<file path="src/rtl/tdc_pkg.sv">
// tdc_pkg: shared FSM states, fine-code limit and event word field positions for the TDC readout
package tdc_pkg;
    typedef enum logic [2:0] {IDLE, SEL, CAPT, OUT, ACK} state_t;
    localparam logic [7:0] FINE_MAX    = 8'h27;
    localparam int         OD_FINE_LSB = 24;
    localparam int         OD_ERR_BIT  = 23;
    localparam int         OD_CH_LSB   = 16;
    function automatic logic fine_err(input logic [7:0] f);
        return (f == 8'h00) || (f > FINE_MAX);
    endfunction
endpackage

</file>
<file path="src/rtl/rr_arbiter.sv">
// rr_arbiter: round-robin pick of the first requester after the last granted index
//   req     : request vector
//   last    : index granted last time; search starts at last+1, wrapping N-1 -> 0
//   gnt     : granted index, valid when gnt_vld
module rr_arbiter #(
    parameter int N  = 4,
    parameter int IW = $clog2(N)
) (
    input  logic [N-1:0]  req,
    input  logic [IW-1:0] last,
    output logic [IW-1:0] gnt,
    output logic          gnt_vld
);
    always_comb begin
        logic [IW-1:0] idx;
        idx     = '0;
        gnt     = '0;
        gnt_vld = 1'b0;
        // walk from the farthest candidate down so the nearest one after last wins
        for (int k = N; k >= 1; k--) begin
            idx = IW'((int'(last) + k >= N) ? int'(last) + k - N : int'(last) + k);
            if (req[idx]) begin
                gnt     = idx;
                gnt_vld = 1'b1;
            end
        end
    end
endmodule

</file>
<file path="src/rtl/tdc_readout_sched.sv">
// tdc_readout_sched: stamps TDC hits and reads the shared encoder bus one channel at a time
//   hit_vld/hit_ack : per-channel latched-hit flag and one-cycle clear pulse
//   enc_sel_n       : active-low encoder enables, at most one low, only in SEL/CAPT
//   enc_data        : shared fine-code bus
//   out_vld/out_rdy/out_data : event word {fine, err, channel, stamp} with ready/valid handshake
module tdc_readout_sched
    import tdc_pkg::*;
#(
    parameter int NCH = 4,
    parameter int CW  = 16
) (
    input  logic           clk,
    input  logic           rst,
    input  logic [NCH-1:0] hit_vld,
    output logic [NCH-1:0] hit_ack,
    output logic [NCH-1:0] enc_sel_n,
    input  logic [7:0]     enc_data,
    output logic           out_vld,
    input  logic           out_rdy,
    output logic [31:0]    out_data
);
    localparam int IW = $clog2(NCH);

    state_t                  state_q, state_d;
    logic [CW-1:0]           cnt_q, cnt_d;
    logic [NCH-1:0]          prev_q;
    logic [NCH-1:0][CW-1:0]  stamp_q, stamp_d;
    logic [IW-1:0]           grant_q, grant_d, arb_gnt;
    logic                    arb_vld;
    logic [NCH-1:0]          hit_ack_q, hit_ack_d, enc_sel_n_q, enc_sel_n_d, onehot;
    logic                    out_vld_q, out_vld_d;
    logic [31:0]             out_data_q, out_data_d;
    logic [15:0]             stamp16;

    // only channels whose stamp was captured on an earlier edge may request
    rr_arbiter #(.N(NCH), .IW(IW)) u_arb (
        .req     (hit_vld & prev_q),
        .last    (grant_q),
        .gnt     (arb_gnt),
        .gnt_vld (arb_vld)
    );

    always_comb begin
        cnt_d      = cnt_q + CW'(1);
        stamp_d    = stamp_q;
        for (int i = 0; i < NCH; i++)
            stamp_d[i] = (hit_vld[i] && !prev_q[i]) ? cnt_q : stamp_q[i];
        state_d    = state_q;
        grant_d    = grant_q;
        out_data_d = out_data_q;
        stamp16    = 16'(stamp_q[grant_q]);
        case (state_q)
            IDLE: if (arb_vld) begin
                state_d = SEL;
                grant_d = arb_gnt;
            end
            SEL:  state_d = CAPT;
            CAPT: begin
                state_d                       = OUT;
                out_data_d                    = '0;
                out_data_d[OD_FINE_LSB +: 8]  = enc_data;
                out_data_d[OD_ERR_BIT]        = fine_err(enc_data);
                out_data_d[OD_CH_LSB +: 7]    = 7'(grant_q);
                out_data_d[15:0]              = stamp16;
            end
            OUT:  state_d = out_rdy ? ACK : OUT;
            ACK:  state_d = IDLE;
            default: state_d = IDLE;
        endcase
        onehot      = NCH'(1) << grant_d;
        hit_ack_d   = (state_d == ACK) ? onehot : '0;
        enc_sel_n_d = (state_d == SEL || state_d == CAPT) ? ~onehot : '1;
        out_vld_d   = (state_d == OUT);
    end

    always_ff @(posedge clk or posedge rst) begin
        if (rst) begin
            state_q     <= IDLE;
            cnt_q       <= '0;
            prev_q      <= '0;
            stamp_q     <= '0;
            grant_q     <= IW'(NCH - 1);
            hit_ack_q   <= '0;
            enc_sel_n_q <= '1;
            out_vld_q   <= 1'b0;
            out_data_q  <= '0;
        end else begin
            state_q     <= state_d;
            cnt_q       <= cnt_d;
            prev_q      <= hit_vld;
            stamp_q     <= stamp_d;
            grant_q     <= grant_d;
            hit_ack_q   <= hit_ack_d;
            enc_sel_n_q <= enc_sel_n_d;
            out_vld_q   <= out_vld_d;
            out_data_q  <= out_data_d;
        end
    end

    assign hit_ack   = hit_ack_q;
    assign enc_sel_n = enc_sel_n_q;
    assign out_vld   = out_vld_q;
    assign out_data  = out_data_q;
endmodule

</file>
<file path="config.mk">
export PLATFORM = sky130hd
export DESIGN_NAME = tdc_readout_sched
export DESIGN_NICKNAME = d
export VERILOG_FILES = /design/src/rtl/tdc_pkg.sv /design/src/rtl/rr_arbiter.sv /design/src/rtl/tdc_readout_sched.sv
export SDC_FILE = /design/constraint.sdc
export NUM_CORES = 1
export LEC_CHECK = 0
export CAP_MARGIN = 40
export CORE_UTILIZATION = 44
export DETAILED_ROUTE_END_ITERATION = 16
export GPL_TIMING_DRIVEN = 0
export PLACE_DENSITY_LB_ADDON = 0.2
export SLEW_MARGIN = 25
export SYNTH_ARGS = -nofsm -noshare
export SYNTH_HDL_FRONTEND = slang
export SYNTH_SLANG_ARGS = --single-unit
</file>
<file path="constraint.sdc">
create_clock -name clk -period 5.01 [get_ports clk]
set_clock_uncertainty 0.05 [all_clocks]
set_input_delay 0.501 -clock clk [delete_from_list [all_inputs] [get_ports clk]]
set_output_delay 0.501 -clock clk [all_outputs]
set_load 0.02 [all_outputs]
</file>
; ---- Word-level counts from Yosys, hierarchy flattened
; Cells that the tools add are included.
; W data, S select, Z words.
[totals]
inputBits = 15
reg_bits = 125
out_inout_bits = 41
[classes]
muxes = 29
reduce_logical = 12
eq_ne = 7
shift = 1
n_bitwise = 2
addsub = 9
magnitude_cmp = 10
[op_table]
columns = cell, count
row1 = $bmux W16 S2, 1
row2 = $mux W2, 10
row3 = $add A16 B1 Y16 const B, 1
row4 = $mux W16, 1
row5 = $lt A2 B3 Y1 const B, 5
row6 = $eq A3 B2 Y1 const B, 4
row7 = $pmux W3 S4, 1
row8 = $ge A3 B3 Y1 const B, 3
row9 = $bmux W1 S2, 4
row10 = $gt A8 B6 Y1 const B, 1
row11 = $logic_not A8 Y1, 1
row12 = $mux W1, 8
row13 = $mux W4, 2
row14 = $sub A2 B1 Y2 const B, 4
row15 = $add A2 B2 Y3 const B, 2
row16 = $eq A3 B1 Y1 const B, 2
row17 = $mux W3, 2
row18 = $add A2 B3 Y4 const B, 1
row19 = $and A4 B4 Y4, 1
row20 = $ge A4 B3 Y1 const B, 1
row21 = $logic_and A1 B1 Y1, 4
row22 = $logic_not A1 Y1, 4
row23 = $not A4 Y4, 1
row24 = $shl A1 B2 Y4 const A, 1
row25 = other kinds (4), 5

; ---- Longest topological paths before layout
; Gate-level depths: netlist (run 1).
[logic_depth]
depth_word = 14
depth_mapped = 6
mapped_depth_nobuf = 6

; ---- By module
; A second synthesis (run 1) with hierarchy kept.
[unflattened]
cells_unflattened = 370
area_unflattened_um2 = 5375.2
[by_module_without_submodules]
columns = module, seq_area_each_um2, area_each_um2, cells_per_inst, instances
row1 = tdc_readout_sched, 3135.5, 5283.8, 356, 1
row2 = rr_arbiter, 0.0, 91.3, 14, 1

; ---- Worst setup path after synthesis (run 1)
; No wires, ideal clock.
[synth_timing]
kind = register to register
from = register grant_q[0]
to = register out_data_q[10], in the netlist out_data[10]
n_path_buf = 1
t_arrival_ns = 1.867
t_required_ns = 4.835
slack_ns = 2.968
setup_ns = 0.125
period_less_slack_ns = 2.042
path_stages_with_launch = 4
path_cell_list = dfstp_2 -> buf_1 -> mux4_2 -> mux2_2
[synth_between]
elab_chain_len = 2
[synth_lines]
columns = element, line
row1 = from (decl), tdc_readout_sched.sv:28  ; logic [IW-1:0] grant_q, grant_d, arb_gnt;
row2 = from (signal assigned), tdc_readout_sched.sv:82  ; grant_q <= IW'(NCH - 1);
row3 = from (signal assigned), tdc_readout_sched.sv:92  ; grant_q <= grant_d;
row4 = $bmux W16 S2, tdc_readout_sched.sv:51  ; stamp16 = 16'(stamp_q[grant_q]);
row5 = $mux W16 (not written as such), tdc_readout_sched.sv:51
row6 = to (signal assigned), tdc_readout_sched.sv:96  ; out_data_q <= out_data_d;
row7 = to (decl), tdc_readout_sched.sv:32  ; logic [31:0] out_data_q, out_data_d;
; Every way passes these cells. The select of a mux whose other input is x is not followed.
; A chain may end at the register's enable or synchronous reset.

; ---- Worst setup path in the final report (run 1)
[layout_timing]
from = register grant_q[1]
to = register out_data_q[0], in the netlist out_data[0]
; The elaborated chain is that of the path after synthesis.

==> flow_summary.toml, run 1 <==
[sta]
rsz0062_at_grt = "no"
timing.fmax_mhz = 380
period_minus_slack_ns = 2.63
maxSlewHeadroom_pct = 50.1
setup_viol = 0
fin_ws_ns = 2.38
fin_crit_sh_pct = 52.5
finalHoldViolations = 0
maxSlewViolCount = 0
worst_pin_slew_ns = 0.749

[die]
die_x_um = 110
coreArea_um2 = 11400
die-area_um2 = 12200
ios = 56
start_util_pct = 45.3
die-height_um = 110
fp-row-count = 39

[synth]
netlist_area_um2 = 5170
synth_area_per_cell_um2 = 14.8
async_flop_share_pct = 100
ys_seq_elements = 125
syn_inst = 348
synth_seq_area_share_pct = 60.7
yosysWarnings = 0
synth_cell_type_count = 39
synth_edf_count = 0
synth_ff_type = "dfrtp_1"

[power]
cellInternalPower_mw = 2.36
p_per_area_nw_per_um2 = 504
pwr-share-comb_pct = 25.9
switching_power_mw = 0.920
swShare_pct = 28.0
leakagePower_nw = 2.93
p_seq_share_pct = 37.2
peakVddDrop_uv = 334
clockPowerShare_pct = 36.9

[critical_path]
crit_path_end_kind = "flip-flop"
crit_buf_inv = 2
path_cells = "clkbuf_1, buf_1, mux4_2, mux2_2"
critPathTopFamily = "buffers and inverters"
slowest_stage = "buf_1"
worst-endpoint-arrival_ns = 2.88
cp_max_fo = 10
required_ns = 5.25
reg2regPathDepth = 4
cp.depth = 4
path_class = "flip-flop to flip-flop"
slowest_delay_ns = 0.64
crit_path_start_kind = "flip-flop"

[detailed_routing]
drtAntennaViolNets = 0
vias = 3036
drc = 0
wl_per_cell_um = 17.2
via_per_inst = 5.24
wirelength_mm = 9.95
drtIter0Drc = 173
firstDrtPassIters = 4

[clocking]
postCtsSetupRepairBufs = 0
insertion_delay_ns = 0.41
clkTransAtPathRegs_ns = 0.05
root_buffer = "clkbuf_16"
htree_num_levels = 4
hold_buffers = 0
numCtsBuffers = 17
clock-sinks = 125
cts_buffer_depth = 2
post_cts_resized = 0
cts_tree = "done"

[finish]
fillers = 937
nets = 440
antenna_cells = 0
final-seq-area_um2 = 3140
final_common_cell = "dfrtp_1"
utilization_pct = 57.0
areaGrowthSynthToFinish_pct = 25.9
multi_input_area_um2 = 1920
final_area_um2 = 6510
mostFrequentLayoutCells = "119 x dfrtp_1, 86 x mux2_2, 50 x clkdlybuf4s50_1"
final_layout_size_suffix_gt1_share_pct = 34.2

[outcome]
outcome = "finished clean"

[global_routing]
grt_usage_pct = 17.9
grt_pass1_wl_mm = 15.8
grt_antenna_before_repair = 0
grt-ovfl-total = 0
grt_pass1_vias = 3092
grt_max_degree = 92

[placed_design]
place_ws_ns = 2.26
dpl.hpwl_mm = 6.39
io_buffers = 50
place_area_um2 = 5910
gp_congestion = 0.736

[min_path]
min_path_type = "input port to async pin"

[flow_run]
maxCapViolations = 0
## layer usage
metal  global-route usage [%]  part of all wire, %
met2                     28.0                   48
met5                        0                    0
met4                     6.77                 0.84
met3                     5.35                  4.6
met1                     23.6                   46
## sequential cells by signal, indices dropped and copies added, names as in the netlist
signal / flops
enc_sel_n: 4
out_vld: 1
prev_q: 4
cnt_q: 16
state_q: 3
hit_ack: 4
stamp_q: 64
grant_q: 2
out_data: 27
## cells in the mapped netlist, types with 3 or more instances
cell,count,area share [%]
mux4_2,16,7.0
buf_4,5,0.73
mux2_2,86,19
a21oi_1,3,0.29
buf_1,6,0.44
nor2_1,9,0.65
nand2b_1,5,0.61
xnor2_1,10,1.7
o21bai_1,3,0.44
nor3_1,6,0.58
inv_1,5,0.36
dfstp_2,6,3.1
and3_1,3,0.36
nand3_1,13,1.3
nand2_1,12,0.87
clkbuf_1,9,0.65
dfrtp_1,119,58
xor2_1,4,0.68
o21ai_0,6,0.58
## path summary, 6_finish.rpt
path	slack, ns	to	from
worst max-delay path	2.38	out_data[0]$_DFFE_PP0N_	grant_q[1]$_DFF_PP1_
worst min-delay path	0.42	stamp_q[20]$_DFFE_PP0P_	rst
worst max register to register	2.38	out_data[0]$_DFFE_PP0N_	grant_q[1]$_DFF_PP1_
worst min register to register	0.42	stamp_q[48]$_DFFE_PP0P_	stamp_q[48]$_DFFE_PP0P_
max in group asynchronous	3.75	enc_sel_n[1]$_DFF_PP1_	rst
min in group clk	0.42	stamp_q[48]$_DFFE_PP0P_	stamp_q[48]$_DFFE_PP0P_
## cells by family after synthesis
logic type	count (synthesis)	synth area share (%)
flops	125	60.7
mux	102	25.7
simple gates	57	5.76
buf+inv	28	2.45
compound gates	20	2.71
xor+xnor	14	2.37
fa+ha+maj	1	0.242
other cells	1	0.0726
## power groups by stage
stage          clock network (mW)  logic (mW)  registers (mW)
2_1_floorplan                   0       0.421            1.33
3_3_place_gp                    0       0.821            1.23
3_5_place_dp                    0       0.845            1.24
4_1_cts                      1.24       0.852            1.22
5_1_grt                      1.28       0.913            1.24
6_report                     1.21       0.851            1.22
## through the flow
| stage | instances | total power, mW | TNS (ns) | hold slack, ns |
|---|---|---|---|---|
| after floorplan | 352 | 1.75 | 0 | 0.395 |
| after global placement | 545 | 2.05 | -59.71 | 0.408 |
| after detailed placement | 547 | 2.08 | 0 | 0.416 |
| after CTS | 578 | 3.31 | 0 | 0.414 |
| after global routing | 579 | 3.43 | 0 | 0.422 |
| final | 579 | 3.28 | 0 | 0.418 |
## final cells by class
type	instances	share of cell area (%)
multi-input combinational	199	29.5
timing repair buffer	53	8.52
clock inverter	8	1.77
inverter	6	0.462
tap	143	2.75
buffer	22	1.60
sequential	125	48.2
clock buffer	23	7.19
Power figures use the tool's default switching activity.
==> inputs of run 2 (changes only) <==
==> constraint.sdc (replaced) <==
create_clock -name clk -period 2.4 [get_ports clk]
set_clock_uncertainty 0.05 [all_clocks]
set_input_delay 0.24 -clock clk [delete_from_list [all_inputs] [get_ports clk]]
set_output_delay 0.24 -clock clk [all_outputs]
set_load 0.02 [all_outputs]
==> flow_summary.toml, run 2 (synthesis gave the netlist of run 1 again) <==
[outcome]
outcome = "finished clean"

[sta]
maxSlewHeadroom_pct = 52.9
period_minus_slack_ns = 2.14
fin_ws_ns = 0.261
maxSlewViolCount = 0
rsz0062_at_grt = "no"
setup-tns-final_ns = 0
worst_pin_slew_ns = 0.705
setup_viol = 0
timing.fmax_mhz = 468
finalHoldViolations = 0
fin_crit_sh_pct = 89.1

[placed_design]
place_ws_ns = -0.201
io_buffers = 50
dp_cells = 550
dpl.hpwl_mm = 6.52
place_area_um2 = 5980
gp_congestion = 0.756

[detailed_routing]
drtIter0Drc = 117
vias = 3055
via_per_inst = 5.28
drtAntennaViolNets = 0
wl_per_cell_um = 16.8
firstDrtPassIters = 4
drc = 0
wirelength_mm = 9.73

[finish]
stdcell_count = 579
final_area_um2 = 6530
top_register = "stamp_q"
mostFrequentLayoutCells = "119 x dfrtp_1, 86 x mux2_2, 50 x clkdlybuf4s50_1"
nets = 442
largest_reg_flops = 64
antenna_cells = 0
areaGrowthSynthToFinish_pct = 26.3
final_common_cell = "dfrtp_1"
utilization_pct = 57.1
final_layout_size_suffix_gt1_share_pct = 34.4

[global_routing]
grt_max_degree = 34
grt_antenna_before_repair = 0
grt-ovfl-total = 0
grt_usage_pct = 17.8
grt_pass1_vias = 3094
grt_pass1_wl_mm = 15.7

[die]
start_util_pct = 45.3
die-area_um2 = 12200
ios = 56
fp-row-count = 39
die-height_um = 110
coreArea_um2 = 11400
die_x_um = 110

[critical_path]
endpoint = "out_data[9]$_DFFE_PP0N_"
cp_max_fo = 6
r2r-start = "grant_q[0]$_DFF_PP1_"
worst-endpoint-arrival_ns = 2.37
crit_path_end_kind = "flip-flop"
reg2regPathDepth = 4
path_class = "flip-flop to flip-flop"
crit_path_start_kind = "flip-flop"
critPathLaunch = "grant_q[0]$_DFF_PP1_"
r2r_slack_ns = 0.26
required_ns = 2.63
r2r_end = "out_data[9]$_DFFE_PP0N_"

[clocking]
htree_num_levels = 4
postCtsSetupRepairBufs = 0
numCtsBuffers = 17
cts_tree = "done"
cts_buffer_depth = 2
insertion_delay_ns = 0.40
clkTransAtPathRegs_ns = 0.05
clock-sinks = 125
root_buffer = "clkbuf_16"

[power]
p_seq_share_pct = 38.9
p_per_area_nw_per_um2 = 1020
pwr-share-comb_pct = 26.3
swShare_pct = 28.3
cellInternalPower_mw = 4.76
switching_power_mw = 1.88
peakVddDrop_uv = 683
leakagePower_nw = 2.93
clockPowerShare_pct = 34.8

[flow_run]
maxCapViolations = 0

[min_path]
min_path_type = "input port to async pin"
-- run 2: changes by cell type in the layout (fill, tap and decap cells not counted), sizes merged --
cell / previous run / this run
clkbuf: 32 / 37
inv: 6 / 5
buf: 16 / 19
clkinv: 5 / 0
bufinv: 3 / 0
clkinvlp: 0 / 1
-- run 2: what timing repair did --
action,4_1_cts,5_1_grt
resized for setup,1,0
hold buffers,0,0
setup endpoints to repair,9,1
-- run 2: worst min path at each step --
stage | endpoint | slack (ns)
floorplan | prev_q[0]$_DFF_PP0_ | 0.22
global placement | stamp_q[32]$_DFFE_PP0P_ | 0.41
detailed placement | stamp_q[16]$_DFFE_PP0P_ | 0.42
CTS | out_data[28]$_DFFE_PP0N_ | 0.20
global route | out_data[28]$_DFFE_PP0N_ | 0.24
finish | out_data[28]$_DFFE_PP0N_ | 0.20
-- run 2: metal layers --
| metal | global-route usage, % | wire [um] | vias up |
|---|---|---|---|
| met5 | 0 | 0 | - |
| met4 | 6.30 | 54 | 0 |
| met3 | 5.64 | 412 | 4 |
| met2 | 27.6 | 4670 | 78 |
| met1 | 23.5 | 4590 | 1568 |
| li1 | - | - | 1405 |
-- run 2: layout make-up --
class | count | area, um^2
well taps | 143 | 179
fillers | 909 | 4890
multi-input cells | 199 | 1920
clock buffers | 29 | 541
repair buffers | 56 | 622
inverters | 6 | 26.3
flip-flops and latches | 125 | 3140
plain buffers | 21 | 101
-- run 2: critical path, cell delays in order (launching register included) --
cell,delay [ns]
dfstp_2,0.56
buf_1,0.40
buf_8,0.21
mux4_2,0.51
mux2_2,0.28
-- run 2: through the flow --
stage          total power [mW]  hold WS (ns)
4_1_cts                    6.70         0.200
5_1_grt                    6.96         0.236
6_report                   6.64         0.202
3_3_place_gp               4.28         0.408
2_1_floorplan              3.66         0.221
3_5_place_dp               4.36         0.422
-- run 2: power by group through the flow --
stage	clock (mW)	sequential, mW	combinational, mW
global route	2.47	2.62	1.87
floorplan	0	2.78	0.880
CTS	2.36	2.55	1.79
detailed placement	0	2.58	1.78
finish	2.31	2.58	1.74
global placement	0	2.57	1.71
==> inputs of run 3 (changes only) <==
--- a/config.mk
+++ b/config.mk
@@ -13,4 +13,5 @@
 export SLEW_MARGIN = 25
 export SYNTH_ARGS = -nofsm -noshare
 export SYNTH_HDL_FRONTEND = slang
+export SYNTH_HIERARCHICAL = 1
 export SYNTH_SLANG_ARGS = --single-unit
==> constraint.sdc (replaced) <==
create_clock -name clk -period 2 [get_ports clk]
set_clock_uncertainty 0.05 [all_clocks]
set_input_delay 0.2 -clock clk [delete_from_list [all_inputs] [get_ports clk]]
set_output_delay 0.2 -clock clk [all_outputs]
set_load 0.02 [all_outputs]
==> flow_summary.toml, run 3 <==
[outcome]
outcome = "finished clean"

[synth]
synth_common_cells = "119 x dfrtp_1, 74 x mux2_2, 19 x nand2_1, 13 x buf_2, 11 x nor2_1"
synth_cell_type_count = 42
yosysWarnings = 6
synth_fa_ha_area_share_pct = 0.233
ys_seq_elements = 125
synth_seq_area_share_pct = 58.3
synth_top_family_by_area = "multiplexers"
async_flop_share_pct = 100
netlist_area_um2 = 5380
synth_edf_count = 0
synthMuxAreaShare_pct = 25.6
synthSimpleGateAreaFrac_pct = 7.36
synth_ff_type = "dfrtp_1"
synthTopCellsByArea = "dfrtp_1 55%, mux2_2 16%, mux4_1 3.9%"
synth_top_cell_by_area = "dfrtp_1"
synth_compound_area_share_pct = 2.26
synth_area_per_cell_um2 = 14.5
yosysMostFrequentCell = "dfrtp_1"
synth_top_area_share_pct = 55.4
synth_xor_area_share_pct = 2.28
syn_inst = 370

[sta]
rsz0062_at_grt = "no"
timing.fmax_mhz = 525
finalHoldViolations = 0
fin_crit_sh_pct = 95.2
period_minus_slack_ns = 1.90
fin_ws_ns = 0.0965
setup_viol = 0
maxSlewViolCount = 0
worst_pin_slew_ns = 0.561
maxSlewHeadroom_pct = 62.6

[detailed_routing]
firstDrtPassIters = 4
vias = 3110
wl_per_cell_um = 16.1
via_per_inst = 5.12
drc = 0
drtIter0Drc = 112
drtAntennaViolNets = 0
wirelength_mm = 9.75

[placed_design]
gp_congestion = 0.684
place_ws_ns = -0.303
io_buffers = 50
dp_cells = 575
dpl.hpwl_mm = 6.60

[min_path]
min_path_type = "input port to async pin"

[clocking]
htree_num_levels = 4
clkTransAtPathRegs_ns = 0.05
clock-sinks = 125
root_buffer = "clkbuf_16"
cts_tree = "done"
insertion_delay_ns = 0.41
cts_buffer_depth = 2
numCtsBuffers = 17

[critical_path]
required_ns = 2.29
slowest_delay_ns = 0.61
reg2regPathDepth = 6
crit_path_start_kind = "flip-flop"
slowest_stage = "dfstp_2"
cp_max_fo = 10
timing.critical_path.mode_cell = "a21oi_1"
worst-endpoint-arrival_ns = 2.19
crit_path_end_kind = "flip-flop"
path_cells = "a21oi_1, a31oi_1, a21oi_1, or3b_2, a211oi_2, nand2_1"
path_class = "flip-flop to flip-flop"

[power]
peakVddDrop_uv = 615
leakagePower_nw = 3.06
p_per_area_nw_per_um2 = 1200

[global_routing]
grt-ovfl-total = 0
grt_max_degree = 33
grt_pass1_wl_mm = 16.4
grt_pass1_vias = 3257
grt_antenna_before_repair = 0
grt_usage_pct = 17.5

[finish]
final_common_cell = "dfrtp_1"
final_layout_size_suffix_gt1_share_pct = 35.0
nets = 463
mostFrequentLayoutCells = "119 x dfrtp_1, 74 x mux2_2, 50 x clkdlybuf4s50_1"
top_register = "stamp_q"
antenna_cells = 0
largest_reg_flops = 64
areaGrowthSynthToFinish_pct = 25.1
stdcell_count = 607

[die]
coreArea_um2 = 12000
die-height_um = 113
die_x_um = 113
start_util_pct = 44.9
ios = 56
die-area_um2 = 12700
fp-row-count = 40

[flow_run]
maxCapViolations = 0
[run 3: changes by cell type after synthesis, moves of 5 or more]
cell / change
mux2_4: +8
nand2b_1: +5
buf_2: +11
nor4_1: +5
nand2_1: +7
buf_1: -5
mux2_2: -12
clkbuf_1: -7
mux4_1: +8
mux4_2: -8
[run 3: where the power goes]
part	internal (mW)	total (mW)	switching [mW]
clock	1.79	2.82	1.03
sequential	2.87	3.05	0.179
combinational	1.17	2.21	1.04
total	5.83	8.08	2.25
[run 3: logic make-up after synthesis]
family	after synthesis
XOR/XNOR	14
adder cells (fa/ha/maj)	1
multiplexers	101
buffers and inverters	34
flip-flops	125
AO/OA/AOI/OAI	20
other	1
AND/OR/NAND/NOR	74
[run 3: per-stage QoR]
step / hold WS [ns] / util (%) / TNS, ns / instance area, um^2 / power (mW)
after detailed placement: 0.417 / 51.5 / -2.07 / 6160 / 5.30
after floorplan: 0.181 / - / 0 / 5390 / 4.54
after CTS: 0.0200 / 56.1 / 0 / 6710 / 8.17
after global placement: 0.403 / 50.8 / -106.36 / 6080 / 5.24
after global routing: 0.0441 / 56.2 / 0 / 6730 / 8.47
final: 0.0300 / 56.2 / 0 / 6730 / 8.08
[run 3: per-layer routing]
metal / share of wire [%] / GRT usage (%) / up-vias
met1: 46 / 22.3 / 1567
li1: - / - / 1470
met2: 49 / 27.7 / 59
met5: 0 / 0 / -
met3: 2.9 / 4.70 / 14
met4: 1.9 / 8.80 / 0
[run 3: worst paths after layout]
check / start / endpoint / slack (ns)
worst min register to register: stamp_q[39]$_DFFE_PP0P_ / stamp_q[39]$_DFFE_PP0P_ / 0.42
worst min-delay path: rst / prev_q[1]$_DFF_PP0_ / 0.03
max in group asynchronous: rst / stamp_q[35]$_DFFE_PP0P_ / 1.00
worst max-delay path: grant_q[1]$_DFF_PP1_ / enc_sel_n[1]$_DFF_PP1_ / 0.1
min in group clk: hit_vld[3] / prev_q[3]$_DFF_PP0_ / 0.22
worst max register to register: grant_q[1]$_DFF_PP1_ / enc_sel_n[1]$_DFF_PP1_ / 0.1
[run 3: area by class of cell]
type,instances,area (um^2)
tap,147,184
timing repair buffer,54,581
buffer,28,189
clock buffer,25,485
multi-input combinational,215,2060
inverter,6,26.3
clock inverter,7,62.6
fill,1005,5240
sequential,125,3140
[run 3: critical path: cells and delay by family (launching register included)]
kind,cells,cell delay (ns)
flops,1,0.61
compound gates,4,0.61
simple gates,2,0.55
[run 3: timing repair]
item | in CTS | in global routing
pin swaps | 0 | 1
gates cloned | 0 | 0
gates resized for setup | 2 | 2
endpoints found under the setup margin | 10 | 6
setup buffers | 0 | 0
hold buffers | 0 | 0
